<file path="config.mk">
export PLATFORM = sky130hd
export DESIGN_NAME = operand_select_stage
export DESIGN_NICKNAME = d
export VERILOG_FILES = /design/src/rtl/operand_select_stage.sv
export SDC_FILE = /design/constraint.sdc
export NUM_CORES = 1
export LEC_CHECK = 0
export ABC_AREA = 1
export CORE_MARGIN = 1
export CORE_UTILIZATION = 45
export CTS_CLUSTER_SIZE = 25
export DETAILED_ROUTE_END_ITERATION = 16
export PLACE_DENSITY = 0.84
export RECOVER_POWER = 50
export SETUP_SLACK_MARGIN = 0.05
export SLEW_MARGIN = 20
export SYNTH_ARGS = -nofsm -noshare
export SYNTH_HDL_FRONTEND = slang
export SYNTH_SLANG_ARGS = --single-unit
export TNS_END_PERCENT = 1
</file>
<file path="constraint.sdc">
create_clock -name clk -period 3.6 [get_ports clk]
set_input_delay 0.9 -clock clk [delete_from_list [all_inputs] [get_ports clk]]
set_output_delay 0.9 -clock clk [all_outputs]
set_load 0.02 [all_outputs]
</file>
<file path="src/rtl/operand_select_stage.sv">
`default_nettype none
// ============================================================================
//  Module   : operand_select_stage
//  Purpose  : VCPU-32 execute-stage front end. Resolves A/B operands with
//             EX/MA bypassing, detects load-use hazards, and holds the
//             selected operands in a one-entry register toward the ALU.
//  Revision : 1.0  initial release
// ============================================================================
module operand_select_stage #(
    parameter int WIDTH = 32,
    parameter int RID   = 4
) (
    input  logic             clk,
    input  logic             rst,
    input  logic             inValid,
    output logic             inReady,
    input  logic [0:RID-1]   inRegA,
    input  logic [0:RID-1]   inRegB,
    input  logic [0:WIDTH-1] inValA,
    input  logic [0:WIDTH-1] inValB,
    input  logic [0:WIDTH-1] inImm,
    input  logic             inUseImm,
    input  logic [0:7]       inAluCtl,
    input  logic [0:RID-1]   inDstReg,
    input  logic             inDstWe,
    input  logic             fwdExValid,
    input  logic             fwdExLoad,
    input  logic [0:RID-1]   fwdExReg,
    input  logic [0:WIDTH-1] fwdExVal,
    input  logic             fwdMaValid,
    input  logic [0:RID-1]   fwdMaReg,
    input  logic [0:WIDTH-1] fwdMaVal,
    input  logic             flush,
    output logic             outValid,
    input  logic             outReady,
    output logic [0:WIDTH-1] outA,
    output logic [0:WIDTH-1] outB,
    output logic [0:7]       outAluCtl,
    output logic [0:RID-1]   outDstReg,
    output logic             outDstWe,
    output logic [15:0]      stallCnt
);

    typedef enum logic [0:0] {
        ST_EMPTY = 1'b0,
        ST_FULL  = 1'b1
    } state_t;

    state_t           state_q, state_d;
    logic [0:WIDTH-1] a_q, a_d;
    logic [0:WIDTH-1] b_q, b_d;
    logic [0:7]       ctl_q, ctl_d;
    logic [0:RID-1]   dst_q, dst_d;
    logic             we_q, we_d;
    logic [15:0]      stall_cnt_q, stall_cnt_d;

    logic             ld_use;
    logic             capture;
    logic [0:WIDTH-1] opnd_a;
    logic [0:WIDTH-1] opnd_b;

    // Load-use hazard: an in-flight load targets a source this instruction reads.
    always_comb begin
        ld_use  = inValid && fwdExValid && fwdExLoad && (fwdExReg != '0) &&
                  ((fwdExReg == inRegA) || (!inUseImm && (fwdExReg == inRegB)));
        inReady = flush || (!ld_use && ((state_q == ST_EMPTY) || outReady));
        capture = inValid && inReady && !flush;
    end

    // Operand A: R0 is zero, then youngest producer (EX) wins over MA, then regfile.
    always_comb begin
        if (inRegA == '0) begin
            opnd_a = '0;
        end else if (fwdExValid && !fwdExLoad && (fwdExReg == inRegA)) begin
            opnd_a = fwdExVal;
        end else if (fwdMaValid && (fwdMaReg == inRegA)) begin
            opnd_a = fwdMaVal;
        end else begin
            opnd_a = inValA;
        end
    end

    // Operand B: the immediate bypasses the register chain entirely.
    always_comb begin
        if (inUseImm) begin
            opnd_b = inImm;
        end else if (inRegB == '0) begin
            opnd_b = '0;
        end else if (fwdExValid && !fwdExLoad && (fwdExReg == inRegB)) begin
            opnd_b = fwdExVal;
        end else if (fwdMaValid && (fwdMaReg == inRegB)) begin
            opnd_b = fwdMaVal;
        end else begin
            opnd_b = inValB;
        end
    end

    // Next-state: flush empties, capture fills, drain empties; data regs only
    // change on capture so a held entry is never re-resolved.
    always_comb begin
        state_d     = state_q;
        a_d         = a_q;
        b_d         = b_q;
        ctl_d       = ctl_q;
        dst_d       = dst_q;
        we_d        = we_q;
        stall_cnt_d = stall_cnt_q;

        if (flush) begin
            state_d = ST_EMPTY;
        end else if (capture) begin
            state_d = ST_FULL;
            a_d     = opnd_a;
            b_d     = opnd_b;
            ctl_d   = inAluCtl;
            dst_d   = inDstReg;
            we_d    = inDstWe;
        end else if ((state_q == ST_FULL) && outReady) begin
            state_d = ST_EMPTY;
        end

        if (ld_use && !flush && (stall_cnt_q != 16'hFFFF)) begin
            stall_cnt_d = stall_cnt_q + 16'd1;
        end
    end

    // State and pipeline register update; reset beats flush and capture.
    always_ff @(posedge clk) begin
        if (rst) begin
            state_q     <= ST_EMPTY;
            a_q         <= '0;
            b_q         <= '0;
            ctl_q       <= '0;
            dst_q       <= '0;
            we_q        <= 1'b0;
            stall_cnt_q <= '0;
        end else begin
            state_q     <= state_d;
            a_q         <= a_d;
            b_q         <= b_d;
            ctl_q       <= ctl_d;
            dst_q       <= dst_d;
            we_q        <= we_d;
            stall_cnt_q <= stall_cnt_d;
        end
    end

    assign outValid  = (state_q == ST_FULL);
    assign outA      = a_q;
    assign outB      = b_q;
    assign outAluCtl = ctl_q;
    assign outDstReg = dst_q;
    assign outDstWe  = we_q;
    assign stallCnt  = stall_cnt_q;

endmodule
`default_nettype wire

</file>
Word level (Yosys, flattened, before mapping)
Cells that the tools add are included.
{"block": "totals", "out_inout_bits": 95, "input_bits": 198, "reg_bits": 94}
{"block": "classes", "addsub": 1, "reduce_logical": 29, "bitwise": 2, "n_mux": 9, "n_eq_ne": 5}
{"op": "32-bit two-way mux", "count": 7}
{"op": "16-bit by 1-bit adder with 16-bit output, second input constant", "count": 1}
{"op": "4-bit == test", "count": 4}
{"op": "1-bit logical AND", "count": 16}
{"op": "16-bit inequality test, second input constant", "count": 1}
{"op": "4-bit zero test", "count": 2}
{"op": "1-bit zero test", "count": 4}
{"op": "4-bit nonzero test", "count": 1}
{"op": "1-bit logical OR", "count": 3}
{"op": "1-bit two-way mux", "count": 2}
{"op": "1-bit inverter", "count": 2}
{"op": "2-bit AND reduction", "count": 1}
{"op": "2-bit nonzero test", "count": 1}
{"op": "2-bit OR reduction", "count": 1}

Longest topological paths before layout
Gate-level depths: netlist (run 1).
{"block": "logic_depth", "word_depth": 10, "ltp_mapped": 13}

Least setup slack after synthesis (run 1)
Ideal clock, no wire load.
{"block": "synth_timing", "path_type": "input to output", "start": "input port flush", "end": "output port inReady", "required_ns": 2.700, "stages": 4, "path_slack_ns": 0.727, "t_arrival_ns": 1.973, "path_buffers": 1, "cell_sequence": "inv_1 > nand3b_1 > clkbuf_1 > a21boi_0"}
{"block": "synth_between", "elab_chain_len": 1}
{"item": "from (decl)", "line": "33", "source": "input logic flush,"}
{"item": "1-bit logical OR", "line": "66", "source": "inReady = flush || (!ld_use && ((state_q == ST_EMPTY) || outReady));"}
{"item": "to (decl)", "line": "16", "source": "output logic inReady,"}
No other way between the ends.

Worst setup path after layout (run 1)
{"block": "layout_timing", "start": "input port fwdExReg[1] (netlist bit)", "end": "output port inReady"}
{"block": "layout_between", "elab_chain_len": 7, "word_cells_on_any_way": 10}
{"item": "from (decl)", "line": "28", "source": "input logic [0:RID-1] fwdExReg,"}
{"item": "4-bit == test", "line": "65", "source": "((fwdExReg == inRegA) || (!inUseImm && (fwdExReg == inRegB)));"}
{"item": "1-bit logical AND", "line": "65"}
{"item": "1-bit logical OR", "line": "65"}
{"item": "1-bit logical AND (*)", "line": "64", "source": "ld_use = inValid && fwdExValid && fwdExLoad && (fwdExReg != '0) &&"}
{"item": "1-bit zero test (*)", "line": "66"}
{"item": "1-bit logical AND (*)", "line": "66"}
{"item": "1-bit logical OR (*)", "line": "66"}
Every way passes the cells marked *; elsewhere a longest branch is shown, timed or not.

==> impl_metrics.toml, run 1 <==
[clocking]
cts_tree = "done"
clkSlewWorstSetupHoldPaths_ps = 70
clockBufferDepth = 2
clock-root-buffer = "clkbuf_16"
worst_skew_pair.late_latency_ps = 360
cts_max_level = 3
postCtsSetupRepairBufs = 0
tritoncts.num_buffers = 9
clock_net_sink_count = 94

[min_path]
timing.hold.worst.start = "outAluCtl[4]"
holdCritPathClass = "reg2reg"
worst_hold_path.num_cells = 4

[route]
post-route-drc-count = 0
wirelength_um = 26700
detailroute.via_count = 8930
top_layer_used = "met4"
drtPass1Iterations = 6
routedWlPerCell_um = 15.9
ant_nets = 0
drt-initial-drc-count = 949
routed-wl-met2_um = 12700
vias_per_cell = 5.33
drt-met1-wl_um = 10700
route.met3.wl_um = 2340

[power]
power_leakage_nw = 5.06
power.density_cell_area_nw_per_um2 = 295
sw_frac_of_total = 0.331
share_comb_of_total_power = 0.307
clock_power_share = 0.318
net-switching-power_w = 0.000998
max-vdd-ir-drop_uv = 209
p_int_w = 0.00202
power.share.sequential = 0.376

[global_routing]
grt_util_all_layers = 0.338
grt_overflow_total = 0
grt_start_max_net_pins = 65
grt_first_pass_wirelength_um = 41900
grt_pass1_vias = 8047
grt_antenna_before_repair = 0

[cells_and_area]
layout.cells.most_common = "nand2_1"
final_cells = 1674
drive_gt1_frac = 0.0504
postLayoutCellArea_um2 = 10200
layout-area-overhead-vs-synth_pct = 51.5
final_net_count = 1683
most-common-layout-cells = "nand2_1, nor2_1, clkdlybuf4s50_1"

[timing]
setup_tns_ps = 0
rsz0062_at_grt = "false"
setup-violations-final = 0
fin_worst_skew_ps = 11.2
timing.max_slew.rel_slack = 0.545
worst_slew_pin_slew_ps = 682
slew_viol_final = 0
clock.fmax_mhz = 292
min_period_ps = 3430
final-hold-violation-count = 0
finalCritPeriodShare = 0.952

[placement]
place.detailed.hpwl_um = 19800
port_buffers = 292
post_dp_cell_area_um2 = 9930
last_weighted_congestion_value_of_the_routability_driven_placer = 0.987
numPlacedInstances = 1657

[yosys]
mappedNetlistArea_um2 = 6740
yosys.area_share.simple = 0.525
postSynthNetCount = 1420
synth-xor-area-share = 0.0130
synth.yosys.warnings = 0
synth_top_family_by_area = "simple AND/OR/NAND/NOR gates"
synth.distinct_cells = 26
synth-seq-area-share = 0.279
compound_gate_fraction_of_synth_area = 0.0453
post_synth_fa_ha_maj_area_fraction = 0.00186
synth.area.mux_share = 0
syn_inst = 1221
synthesis.area_per_instance_um2 = 5.52
ys_seq_elements = 94

[worst_setup_path]
worstRegToRegCells = 6
crit_path_end_kind = "output port"
worst-r2r-setup-slack_ps = 1650
startpoint_of_the_worst_setup_timing_path = "fwdExReg[1]"
crit-reg2reg-launch = "stallCnt[14]"
critical_path.startpoint_type = "input port"
path_max_fanout = 4
required_time_worst_endpoint_ps = 2700
crit_type = "in2out"
worst_ep_arrival_time_ps = 2530

[die]
fp.dieArea_um2 = 15500
floorplan.initialDensity = 0.462
coreArea_um2 = 14600
fp-row-count = 44
io_pins = 293
die_y_um = 124
die_w_um = 124

[run_status]
status = "finished, final reports clean"

[run]
max_cap_viol_count = 0
-- state kept, by name, indices dropped and copies added (netlist names) --
name	flops
stallCnt	16
outA	32
outValid	1
outDstWe	1
outB	32
outAluCtl	8
outDstReg	4
-- final cells by class --
class	instances	area (um2)
antenna	1	2.50
clock buffer	9	225
clock inverter	7	58.8
fill	1315	4370
inverter	147	552
multi-input combinational	901	3990
sequential	94	1880
tap	184	230
timing repair buffer	331	3280
-- Yosys cell counts --
master	count	area share
nor2_1	280	0.16
nand4_1	113	0.10
o21ai_0	11	0.0082
a21oi_1	46	0.034
inv_2	5	0.0028
inv_1	142	0.079
nand3_1	81	0.060
ha_1	1	0.0019
nor3_2	1	0.0015
buf_1	1	0.00056
o21ai_1	1	0.00074
xor2_1	9	0.012
o21bai_1	1	0.0011
nand2_1	343	0.19
nand2_2	1	0.00093
buf_6	8	0.013
buf_2	5	0.0037
dfxtp_1	94	0.28
nor3_1	6	0.0045
nand3b_1	1	0.0011
xnor2_1	1	0.0013
clkbuf_1	65	0.036
a21boi_0	1	0.0011
nor4_1	1	0.00093
nand2_4	1	0.0017
nand3_2	2	0.0030
-- path summary, 6_finish.rpt --
kind                                      to
worst min-delay path            outAluCtl[4]
worst max register to register  stallCnt[10]
worst max-delay path                 inReady
worst min register to register  outAluCtl[4]
-- kinds of logic (layout without fill, tap and decap cells) --
family | after synthesis | after routing
AND/OR/NAND/NOR | 830 | 830
buffers and inverters | 226 | 494
flip-flops | 94 | 94
AO/OA/AOI/OAI | 60 | 60
XOR/XNOR | 10 | 10
adder cells (fa/ha/maj) | 1 | 1
other | 0 | 1
-- through the flow --
step | worst slack (ps) | utilization | power, W | hold slack, ps
floorplan | 727 | - | 0.00160 | 557
finish | 173 | 0.700 | 0.00302 | 508
global placement | -51.2 | 0.681 | 0.00208 | 490
global route | 31.4 | 0.700 | 0.00316 | 542
CTS | 210 | 0.700 | 0.00305 | 518
detailed placement | -52.4 | 0.681 | 0.00209 | 502
-- critical path, stage by stage --
cell             delay [ps]
clkdlybuf4s50_1         580
inv_1                    90
nand2_1                  70
nand2_1                  50
nor2_1                  140
nand3_1                 130
nand2_1                 140
a21boi_0                110
dlygate4sd2_1           330
-- power groups by stage --
stage                     sequential [W]  combinational (W)  clock [W]
after floorplan                  0.00123           0.000367          0
after global placement           0.00116           0.000925          0
after detailed placement         0.00116           0.000933          0
after CTS                        0.00114           0.000939   0.000972
after global routing             0.00114           0.000998    0.00102
final                            0.00113           0.000925   0.000958
-- layer usage --
layer  global-route usage  up-vias
li1                     -     4373
met1                0.413     4052
met2                0.571      438
met3               0.0726       67
met4                0.140        0
met5                    0        -
-- timing repair --
| item | in CTS | in global routing |
|---|---|---|
| gates resized for setup | 2 | 0 |
| hold buffers | 0 | 0 |
| hold endpoints to repair | 0 | 0 |
| endpoints found under the setup margin | 1 | 0 |
(Power assumes the default switching activity.)
==> inputs of run 2 (changes only) <==
ABC_CLOCK_PERIOD_IN_PS = 3600   (was default)
CTS_BUF_LIST = sky130_fd_sc_hd__clkbuf_16   (was default)
CTS_CLUSTER_DIAMETER = 50   (was default)
==> results of run 2 <==
The final DEF is identical to that of run 1; final timing and power are the same.
